[config.mk]
export PLATFORM = sky130hd
export DESIGN_NAME = sparc_decoders
export DESIGN_NICKNAME = d
export VERILOG_FILES = /design/src/rtl/sparc_glue_pkg.sv /design/src/rtl/sparc_onehot_dec.sv /design/src/rtl/sparc_decoders.sv
export SDC_FILE = /design/constraint.sdc
export NUM_CORES = 1
export LEC_CHECK = 0
export ABC_AREA = 1
export BUFFER_PORTS_ARGS = -buffer_cell sky130_fd_sc_hd__buf_2
export CORE_MARGIN = 5
export CORE_UTILIZATION = 45
export DETAILED_ROUTE_END_ITERATION = 12
export PLACE_DENSITY = 0.76
export SLEW_MARGIN = 10
export SYNTH_ARGS = -nofsm -noshare
export SYNTH_HDL_FRONTEND = slang
export SYNTH_SLANG_ARGS = --single-unit
[constraint.sdc]
create_clock -name Clk -period 1.6 [get_ports Clk]
set_clock_uncertainty 0.2 [all_clocks]
set_input_delay 0.32 -clock Clk [delete_from_list [all_inputs] [get_ports Clk]]
set_output_delay 0.32 -clock Clk [all_outputs]
set_load 0.03 [all_outputs]
[src/rtl/sparc_glue_pkg.sv]
// Shared constants and decode helper for the SPARC datapath glue decoders.
// Both decoder widths use the one helper; narrower decoders keep the low bits of its result.
package sparc_glue_pkg;

   localparam int SEL_W_A = 2;
   localparam int SEL_W_B = 5;
   localparam int OUT_W_A = 2 ** SEL_W_A;
   localparam int OUT_W_B = 2 ** SEL_W_B;

   // Widest decode supported by the helper; narrower decoders zero-extend their select.
   localparam int MAX_SEL_W = SEL_W_B;
   localparam int MAX_OUT_W = OUT_W_B;

   // Gated one-hot: all zeros when disabled, so an unknown select can never leak through.
   function automatic logic [MAX_OUT_W-1:0] onehot(input logic [MAX_SEL_W-1:0] sel,
                                                   input logic                 en);
      logic [MAX_OUT_W-1:0] vec;
      vec = '0;
      if (en) begin
         vec[sel] = 1'b1;
      end
      return vec;
   endfunction

endpackage : sparc_glue_pkg

[src/rtl/sparc_onehot_dec.sv]
// Enable-gated binary-to-one-hot decoder with a registered output.
// The register clears asynchronously on Reset and otherwise loads the gated decode every edge.
module sparc_onehot_dec
   import sparc_glue_pkg::*;
#(
   parameter int SEL_W = 2
) (
   input  logic                Clk,
   input  logic                Reset,
   input  logic [SEL_W-1:0]    sel,
   input  logic                en,
   output logic [2**SEL_W-1:0] q
);

   localparam int OUT_W = 2 ** SEL_W;

   logic [MAX_SEL_W-1:0] sel_ext;
   logic [MAX_OUT_W-1:0] dec_full;
   logic [OUT_W-1:0]     q_d;
   logic [OUT_W-1:0]     q_q;

   assign sel_ext  = MAX_SEL_W'(sel);
   assign dec_full = onehot(sel_ext, en);

   // Upper helper bits are always zero for a narrower decoder.
   generate
      if (OUT_W < MAX_OUT_W) begin : g_narrow
         logic unused_hi;
         assign unused_hi = ^dec_full[MAX_OUT_W-1:OUT_W];
      end
   endgenerate

   always_comb begin
      q_d = dec_full[OUT_W-1:0];
   end

   always_ff @(posedge Clk or posedge Reset) begin
      if (Reset) begin
         q_q <= '0;
      end else begin
         q_q <= q_d;
      end
   end

   assign q = q_q;

endmodule : sparc_onehot_dec

[src/rtl/sparc_decoders.sv]
// SPARC glue decoders: independent 2-to-4 and 5-to-32 registered one-hot decoders.
// Wiring only; all state lives in the two decoder instances.
module sparc_decoders
   import sparc_glue_pkg::*;
(
   input  logic               Clk,
   input  logic               Reset,
   input  logic [SEL_W_A-1:0] Ein2x4,
   input  logic               Ld2x4,
   output logic [OUT_W_A-1:0] Eout2x4,
   input  logic [SEL_W_B-1:0] Ein5x32,
   input  logic               Ld5x32,
   output logic [OUT_W_B-1:0] Eout5x32
);

   sparc_onehot_dec #(.SEL_W(SEL_W_A)) u_dec_a (
      .Clk   (Clk),
      .Reset (Reset),
      .sel   (Ein2x4),
      .en    (Ld2x4),
      .q     (Eout2x4)
   );

   sparc_onehot_dec #(.SEL_W(SEL_W_B)) u_dec_b (
      .Clk   (Clk),
      .Reset (Reset),
      .sel   (Ein5x32),
      .en    (Ld5x32),
      .q     (Eout5x32)
   );

endmodule : sparc_decoders

==> metrics.csv, run 1 <==
stage,metric,value,unit
yosys,yosysWarnings,0,
yosys,synthDistinctLibCells,6,
placed_design,globalplace.congestion,0.803,
pwr,swShare,0.229,
die,die_h,60.2,um
die,die_area,3630,um2
critical_path,worstPathArrival,0.89,ns
layout,area_growth_syn_to_layout,32.6,%
yosys,synth.area.top_cells,"dfrtp_1, nor2_1, nand3_1",
timing,rsz0062_at_grt,no,
global_route,grt_use_total,0.148,
layout,n_fill_cell,209,
yosys,synth_area_leader_cell,dfrtp_1,
global_route,grt_pass1_vias,781,
die,core-area,2450,um2
die,start_util,0.463,
timing,worst-slew-pin-transition,0.425,ns
pwr,p_clk_frac,0.331,
pwr,power_frac_comb,0.076,
clock_tree,clock_sinks,36,
critical_path,end_kind,primary output,
critical_path,crit_cells,1,
yosys,synth_ff_type,dfrtp_1,
routing,top_layer,met4,
yosys,ys_top_cells_by_count,"dfrtp_1, nor2_1, nand3_1",
routing,route.met2.wl,1110,um
routing,wl,2390,um
timing,max_freq,0.710,GHz
pwr,switchingPower,356,uW
yosys,synthArstFlopShare,1.00,
outcome,status,completed,
critical_path,worstSetupPathType,reg2out,
pwr,pwr_density_cell,1030,nW/um2
clock_tree,cts_buffer_depth,2,
min_path,hold_class,in2reg,
timing,relSlewSlack,0.717,
layout,regArea,901,um2
yosys,synth.most_common_cell,dfrtp_1,
timing,min_period,1.41,ns
clock_tree,clkTransAtPathRegs,0.10,ns
timing,drv_slew,0,
global_route,antenna_found_initial,0,
pwr,internal_power,1.20,mW
critical_path,crit_path_top_delay_cell,dfrtp_1,
critical_path,worstPathRequired,1.08,ns
die,fp.dieW,60.2,um
die,io_pins,47,
routing,wl_met1,890,um
routing,drc,0,
pwr,leakage,0.890,nW
layout,multiInputGateArea,201,um2
timing,finalHoldViolations,0,
clock_tree,cts_tree,built,
global_route,grt_pass1_wl,3640,um
clock_tree,numCtsBuffers,5,
layout,nets,162,
placed_design,port_buffers,46,
layout,layout-drive-gt1-share,0.358,
clock_tree,htree_levels,2,
timing,fin_tns_setup,0,ns
layout,diodes,0,
yosys,netlist_instances,94,
routing,drtIter0Drc,17,
pwr,ir_drop,609,uV
global_route,grt_max_degree,37,
placed_design,dpl.hpwl,1810,um
routing,vias_per_cell,4.59,
yosys,avgSynthCellArea,12.1,um2
critical_path,startpoint,u_dec_b.q[6],
routing,drt_pass1_iterations,4,
routing,met3_length,333,um
critical_path,endpoint,Eout5x32[6],
yosys,synth_edf_count,0,
yosys,synth_nets,105,
clock_tree,post-cts-setup-buffers,0,
pwr,fin_total_pwr,1.56,mW
routing,drt.antenna.violating_nets,0,
die,row_count,18,
clock_tree,root_buffer,clkbuf_4,
routing,detail_route.wl_per_cell,13.2,um
critical_path,cp_cell_sequence,buf_2,
global_route,grt_remaining_overflow,0,
critical_path,crit_family,flip-flops,
critical_path,max_stage_delay,0.39,ns
yosys,yosysSeqAreaShare,0.793,
critical_path,worstPathBufferInverterCount,1,
critical_path,startpoint_type,register,
timing,fin_crit_sh,0.881,
critical_path,path_max_fanout,1,
pwr,seqPwrFrac,0.593,
yosys,synth_top_area_frac,0.793,
yosys,synth_area,1140,um2
timing,setup_viol,0,
routing,vias,830,
yosys,ys_ff_latch,36,
flow_run,maxCapViolCount,0,
-- registers in the layout (all words and copies together), names as in the netlist --
register   flops
u_dec_b.q     32
u_dec_a.q      4
-- area by class of cell --
| class | instances | share of cell area |
|---|---|---|
| repair buffers | 50 | 0.178 |
| inverters | 9 | 0.0224 |
| multi-input cells | 49 | 0.134 |
| clock buffers | 7 | 0.0432 |
| flip-flops and latches | 36 | 0.598 |
| well taps | 30 | 0.0249 |
-- worst min path at each step --
stage / slack, ns / end / depth (start not counted) / from
2_1_floorplan: 0.19 / u_dec_a.q[0] / 1 / Ein2x4[1]
3_3_place_gp: 0.23 / u_dec_b.q[12] / 3 / Reset
3_5_place_dp: 0.24 / u_dec_b.q[20] / 3 / Reset
4_1_cts: 0.05 / u_dec_a.q[2] / 3 / Ld2x4
5_1_grt: 0.07 / u_dec_a.q[2] / 3 / Ld2x4
6_report: 0.07 / u_dec_a.q[0] / 3 / Ld2x4
-- kinds of logic (layout without fill, tap and decap cells) --
kind of cell           after synthesis  after routing  share of synthesized area
AND/OR/NAND/NOR                     49             49                      0.177
flip-flops                          36             36                      0.793
buffers and inverters                9             66                     0.0297
-- power by group through the flow --
stage | registers (mW) | clock network (mW) | logic [mW]
3_5_place_dp | 0.941 | 0 | 0.114
2_1_floorplan | 0.966 | 0 | 0.0421
5_1_grt | 0.925 | 0.578 | 0.130
6_report | 0.923 | 0.516 | 0.118
3_3_place_gp | 0.941 | 0 | 0.110
4_1_cts | 0.923 | 0.532 | 0.119
-- per-layer routing --
| layer | up-vias | track usage |
|---|---|---|
| li1 | 401 | - |
| met3 | 6 | 0.0842 |
| met2 | 37 | 0.221 |
| met4 | 0 | 0.0854 |
| met1 | 386 | 0.165 |
| met5 | - | 0 |
-- placed cells by master, fill, tap and decap left out --
cell and n:
buf_2 46, dfrtp_1 36, nor2_1 33, nand3_1 10
inv_1 9, clkbuf_4 5, nor3_1 4, dlygate4sd3_1 3
nand2_1 2, clkbuf_8 2, buf_4 1
-- through the flow --
stage	utilization	cell area, um2	setup slack, ns	hold WS [ns]	cells
floorplan	-	1140	0.276	0.191	94
global placement	0.575	1410	0.392	0.225	171
detailed placement	0.575	1410	0.339	0.241	171
CTS	0.614	1510	0.174	0.0458	181
global route	0.614	1510	0.138	0.0736	181
finish	0.614	1510	0.191	0.0661	181
-- what timing repair did --
action / CTS / global route
endpoints found under the setup margin: 0 / 0
hold buffers: 3 / 0
resized for setup: 0 / 0
endpoints found under the hold margin: 39 / 0
Power figures use the tool's default switching activity.
==> run 2, diff against run 1 <==
--- a/config.mk
+++ b/config.mk
@@ -5,10 +5,9 @@
 export SDC_FILE = /design/constraint.sdc
 export NUM_CORES = 1
 export LEC_CHECK = 0
-export ABC_AREA = 1
 export BUFFER_PORTS_ARGS = -buffer_cell sky130_fd_sc_hd__buf_2
 export CORE_MARGIN = 5
-export CORE_UTILIZATION = 45
+export CORE_UTILIZATION = 46
 export DETAILED_ROUTE_END_ITERATION = 12
 export PLACE_DENSITY = 0.76
 export SLEW_MARGIN = 10
==> run 2 against run 1 <==
Die area rose by 2.7%. Utilization rose by 0.55 points. Via count rose by 0.96%. Final area rose by 1.8%. Power fell by 6.1%. Sequential share of layout area fell by 1.1 points. Sequential power barely moved. Synthesized area rose by 5.5%. Sequential cell count did not move. First-iteration DRC count rose by 110%. Setup slack improved by 0.014 ns. Critical endpoint is now Eout5x32[8]. Worst hold slack got worse by 0.038 ns.
==> metrics.csv, run 2 <==
stage,metric,value,unit
timing,worst-slew-pin-transition,0.419,ns
clock_tree,numCtsBuffers,5,
pwr,p_clk_frac,0.284,
global_route,antenna_found_initial,0,
layout,area_growth_syn_to_layout,28.0,%
global_route,grt_remaining_overflow,0,
yosys,synthArstFlopShare,1.00,
timing,fin_crit_sh,0.872,
routing,vias,838,
pwr,power_frac_comb,0.085,
yosys,synth_top_area_frac,0.752,
placed_design,port_buffers,46,
yosys,yosysSeqAreaShare,0.752,
layout,layout_commonest_cell,buf_2,
clock_tree,cts_tree,built,
critical_path,startpoint_type,register,
min_path,hold_depth,3,
placed_design,globalplace.congestion,0.793,
yosys,netlist_instances,92,
timing,relSlewSlack,0.721,
timing,fin_tns_setup,0,ns
pwr,seqPwrFrac,0.631,
yosys,synth_nets,103,
clock_tree,clock_sinks,36,
yosys,synth_ff_type,dfrtp_1,
layout,nets,156,
clock_tree,post-cts-setup-buffers,0,
global_route,grt_max_degree,37,
yosys,ys_ff_latch,36,
clock_tree,clkTransAtPathRegs,0.09,ns
min_path,hold_class,in2reg,
timing,drv_slew,0,
routing,vias_per_cell,4.79,
critical_path,path_max_fanout,1,
timing,finalHoldViolations,0,
yosys,synth.most_common_cell,dfrtp_1,
die,die_h,61.0,um
routing,detail_route.wl_per_cell,13.9,um
timing,max_freq,0.717,GHz
outcome,status,completed,
pwr,ir_drop,733,uV
routing,drt.antenna.violating_nets,0,
yosys,synth_edf_count,0,
global_route,grt_pass1_wl,3960,um
pwr,internal_power,1.12,mW
die,start_util,0.484,
layout,n_fill_cell,217,
routing,drt_pass1_iterations,4,
critical_path,worstSetupPathType,reg2out,
die,io_pins,47,
die,row_count,18,
clock_tree,htree_levels,2,
routing,drc,0,
die,fp.dieW,61.0,um
flow_run,maxCapViolCount,0,
routing,drtIter0Drc,36,
critical_path,cp_cell_sequence,buf_2,
layout,largest_register_ffs,32,
placed_design,dpl.hpwl,1830,um
min_path,min_from,Ld2x4,
yosys,yosysWarnings,0,
pwr,pwr_density_cell,953,nW/um2
critical_path,worstPathArrival,0.88,ns
layout,diodes,0,
critical_path,crit_path_top_delay_cell,dfrtp_1,
yosys,synth.area.top_cells,"dfrtp_1, nor2_1, nor3_1",
yosys,synth_area_leader_cell,dfrtp_1,
layout,multiInputGateArea,278,um2
yosys,synth_area,1200,um2
layout,layout_common_cells,"buf_2, dfrtp_1, nor2_1",
pwr,switchingPower,343,uW
global_route,grt_pass1_vias,871,
critical_path,end_kind,primary output,
timing,setup_viol,0,
timing,rsz0062_at_grt,no,
critical_path,worstPathRequired,1.08,ns
critical_path,max_stage_delay,0.38,ns
placed_design,numPlacedInstances,165,
placed_design,place_area,1460,um2
layout,final-instance-count-excl-fill,175,
die,core-area,2480,um2
layout,layout-drive-gt1-share,0.379,
pwr,swShare,0.234,
yosys,synthDistinctLibCells,16,
pwr,fin_total_pwr,1.46,mW
pwr,leakage,0.870,nW
clock_tree,cts_buffer_depth,2,
die,die_area,3730,um2
critical_path,worstPathBufferInverterCount,1,
layout,fin_area,1530,um2
layout,regArea,901,um2
yosys,ys_top_cells_by_count,"dfrtp_1, nor2_1, nor3_1",
critical_path,crit_cells,1,
global_route,grt_use_total,0.155,
timing,min_period,1.40,ns
yosys,avgSynthCellArea,13.0,um2
critical_path,crit_family,flip-flops,
clock_tree,root_buffer,clkbuf_4,
critical_path,startpoint,u_dec_b.q[8],
routing,wl,2440,um
[run 2: cell count changes in the layout (fill, tap and decap cells not counted), sizes merged, moves of 3 or more]
cell	before	now
nand4b	0	3
nand4bb	0	3
inv	9	1
nand3	10	0
nor3	4	8
nand2b	0	4
nor2	33	25
[run 2: repair_timing]
action                                 CTS  global route
resized for setup                        0             0
hold buffers                             3             0
endpoints found under the hold margin   38             0
[run 2: final timing paths]
kind / to / slack [ns]
max: Eout5x32[8] / 0.20
max in group asynchronous: u_dec_b.q[18] / 0.46
min in group asynchronous: u_dec_b.q[26] / 0.44
min: u_dec_a.q[1] / 0.03
[run 2: kinds of logic after synthesis]
family / synth area share
buf+inv: 0.0167
simple gates: 0.232
flops: 0.752
[run 2: area by class of cell]
cell class,count,area share
sequential,36,0.587
timing repair buffer,50,0.175
clock inverter,1,0.00326
clock buffer,6,0.0269
tap,30,0.0245
multi-input combinational,51,0.181
inverter,1,0.00245
[run 2: layer usage]
layer	wire (um)	vias to the layer above	track usage	part of all wire
met1	855	399	0.170	0.35
met5	0	-	0	0
li1	-	409	-	-
met2	1390	28	0.263	0.57
met3	152	2	0.0335	0.062
met4	45	0	0.111	0.018
[run 2: per-stage QoR]
| step | worst slack, ns | hold slack (ns) | utilization |
|---|---|---|---|
| global route | 0.151 | 0.0102 | 0.619 |
| detailed placement | 0.159 | 0.238 | 0.588 |
| floorplan | 0.223 | 0.185 | - |
| CTS | 0.181 | 0.0109 | 0.619 |
| global placement | 0.191 | 0.218 | 0.588 |
| finish | 0.205 | 0.0281 | 0.619 |
[run 2: tightest hold or removal path: cells and delay by family]
| family | cells | cell delay (ns) |
|---|---|---|
| AND/OR/NAND/NOR | 2 | 0.09 |
| buffers and inverters | 1 | 0.11 |
[run 2: power groups by stage]
stage / clock network [mW] / registers [mW] / logic [mW]
3_3_place_gp: 0 / 0.941 / 0.115
2_1_floorplan: 0 / 0.966 / 0.0521
5_1_grt: 0.471 / 0.925 / 0.139
4_1_cts: 0.431 / 0.923 / 0.125
3_5_place_dp: 0 / 0.941 / 0.120
6_report: 0.415 / 0.923 / 0.124
==> run 3, diff against run 2 <==
--- a/config.mk
+++ b/config.mk
@@ -9,7 +9,7 @@
 export CORE_MARGIN = 5
 export CORE_UTILIZATION = 46
 export DETAILED_ROUTE_END_ITERATION = 12
-export PLACE_DENSITY = 0.76
+export PLACE_DENSITY = 0.78
 export SLEW_MARGIN = 10
 export SYNTH_ARGS = -nofsm -noshare
 export SYNTH_HDL_FRONTEND = slang
==> run 3 against run 2 <==
Setup slack lost 0.0084 ns. Fmax shrank 0.60%. Combinational power is essentially flat. Power shrank 0.17%. Non-clock buffer count is the same. Critical path depth is the same. Via count grew 0.24%. Utilization is the same. Sequential cell count is the same. Count of clock-buffer cells in the layout is the same. Worst hold slack gained 0.0094 ns. Highest routed layer unchanged. Clock power is essentially flat.
==> metrics.csv, run 3 (synthesized netlist as in run 2, its figures left out) <==
stage,metric,value,unit
die,io_pins,47,
min_path,hold_class,in2reg,
clock_tree,post-cts-setup-buffers,0,
global_route,grt_pass1_vias,846,
layout,largest_register_ffs,32,
die,die_h,61.0,um
layout,utilization,0.619,
critical_path,worstSetupPathType,reg2out,
critical_path,crit_family,flip-flops,
die,row_count,18,
routing,route.met2.wl,1270,um
clock_tree,clkTransAtPathRegs,0.09,ns
timing,fin_crit_sh,0.877,
critical_path,max_stage_delay,0.39,ns
routing,top_layer,met4,
pwr,pwr_density_cell,952,nW/um2
critical_path,path_max_fanout,1,
placed_design,globalplace.congestion,0.768,
timing,min_period,1.40,ns
timing,fin_tns_setup,0,ns
layout,layout_common_cells,"buf_2, dfrtp_1, nor2_1",
layout,final-instance-count-excl-fill,175,
timing,max_freq,0.712,GHz
timing,drv_slew,0,
critical_path,cp_cell_sequence,buf_2,
layout,nets,156,
routing,drc,0,
critical_path,end_kind,primary output,
layout,fin_area,1530,um2
routing,vias,840,
timing,setup_viol,0,
routing,met3_length,142,um
timing,relSlewSlack,0.712,
clock_tree,htree_levels,2,
global_route,grt_use_total,0.150,
critical_path,startpoint_type,register,
routing,wl_met1,905,um
clock_tree,numCtsBuffers,5,
routing,drt.antenna.violating_nets,0,
critical_path,crit_path_top_delay_cell,dfrtp_1,
placed_design,port_buffers,46,
die,core-area,2480,um2
global_route,grt_max_degree,37,
global_route,grt_remaining_overflow,0,
die,start_util,0.484,
placed_design,dpl.hpwl,1780,um
routing,wl,2370,um
clock_tree,cts_tree,built,
routing,drt_pass1_iterations,4,
clock_tree,cts_buffer_depth,2,
die,die_area,3730,um2
die,fp.dieW,61.0,um
routing,vias_per_cell,4.80,
placed_design,numPlacedInstances,165,
clock_tree,clock_sinks,36,
global_route,antenna_found_initial,0,
routing,detail_route.wl_per_cell,13.6,um
critical_path,worstPathArrival,0.88,ns
layout,area_growth_syn_to_layout,28.0,%
layout,diodes,0,
layout,layout-drive-gt1-share,0.379,
layout,layout_commonest_cell,buf_2,
flow_run,maxCapViolCount,0,
timing,finalHoldViolations,0,
clock_tree,root_buffer,clkbuf_4,
timing,worst-slew-pin-transition,0.432,ns
pwr,leakage,0.870,nW
critical_path,worstPathBufferInverterCount,1,
critical_path,worstPathRequired,1.08,ns
pwr,ir_drop,668,uV
routing,drtIter0Drc,19,
global_route,grt_pass1_wl,3830,um
outcome,status,completed,
timing,rsz0062_at_grt,no,
placed_design,place_area,1460,um2
run 3: report_power, final:
group	switching, mW	leakage [nW]	internal (mW)
clock network	0.251	0.0281	0.162
logic	0.0864	0.343	0.0375
registers	0.00284	0.499	0.920
run 3: repair_timing:
item,4_1_cts,5_1_grt
hold buffers,3,0
endpoints found under the hold margin,38,0
resized for setup,0,0
run 3: layout make-up:
| cell class | count | area [um2] |
|---|---|---|
| well taps | 30 | 37.5 |
| inverters | 1 | 3.75 |
| repair buffers | 50 | 268 |
| clock inverters | 1 | 5.00 |
| flip-flops and latches | 36 | 901 |
| clock buffers | 6 | 41.3 |
| fillers | 207 | 943 |
| multi-input cells | 51 | 278 |
run 3: final timing paths:
path	startpoint	end	slack [ns]	depth (start not counted)
min in group asynchronous	Reset	u_dec_b.q[0]	0.43	4
min	Ld2x4	u_dec_a.q[1]	0.04	3
max in group asynchronous	Reset	u_dec_a.q[1]	0.46	4
max	u_dec_b.q[1]	Eout5x32[1]	0.20	1
run 3: layer usage:
layer  GRT usage  vias up
met3      0.0587        5
li1            -      403
met1       0.174      410
met2       0.242       22
met5           0        -
met4      0.0743        0
run 3: stage by stage:
step           setup WS, ns  hold slack [ns]  total power, mW
2_1_floorplan         0.223            0.185             1.02
3_3_place_gp          0.194            0.218             1.06
3_5_place_dp          0.163            0.237             1.06
4_1_cts               0.170           0.0210             1.48
5_1_grt               0.144           0.0239             1.54
6_report              0.196           0.0375             1.46
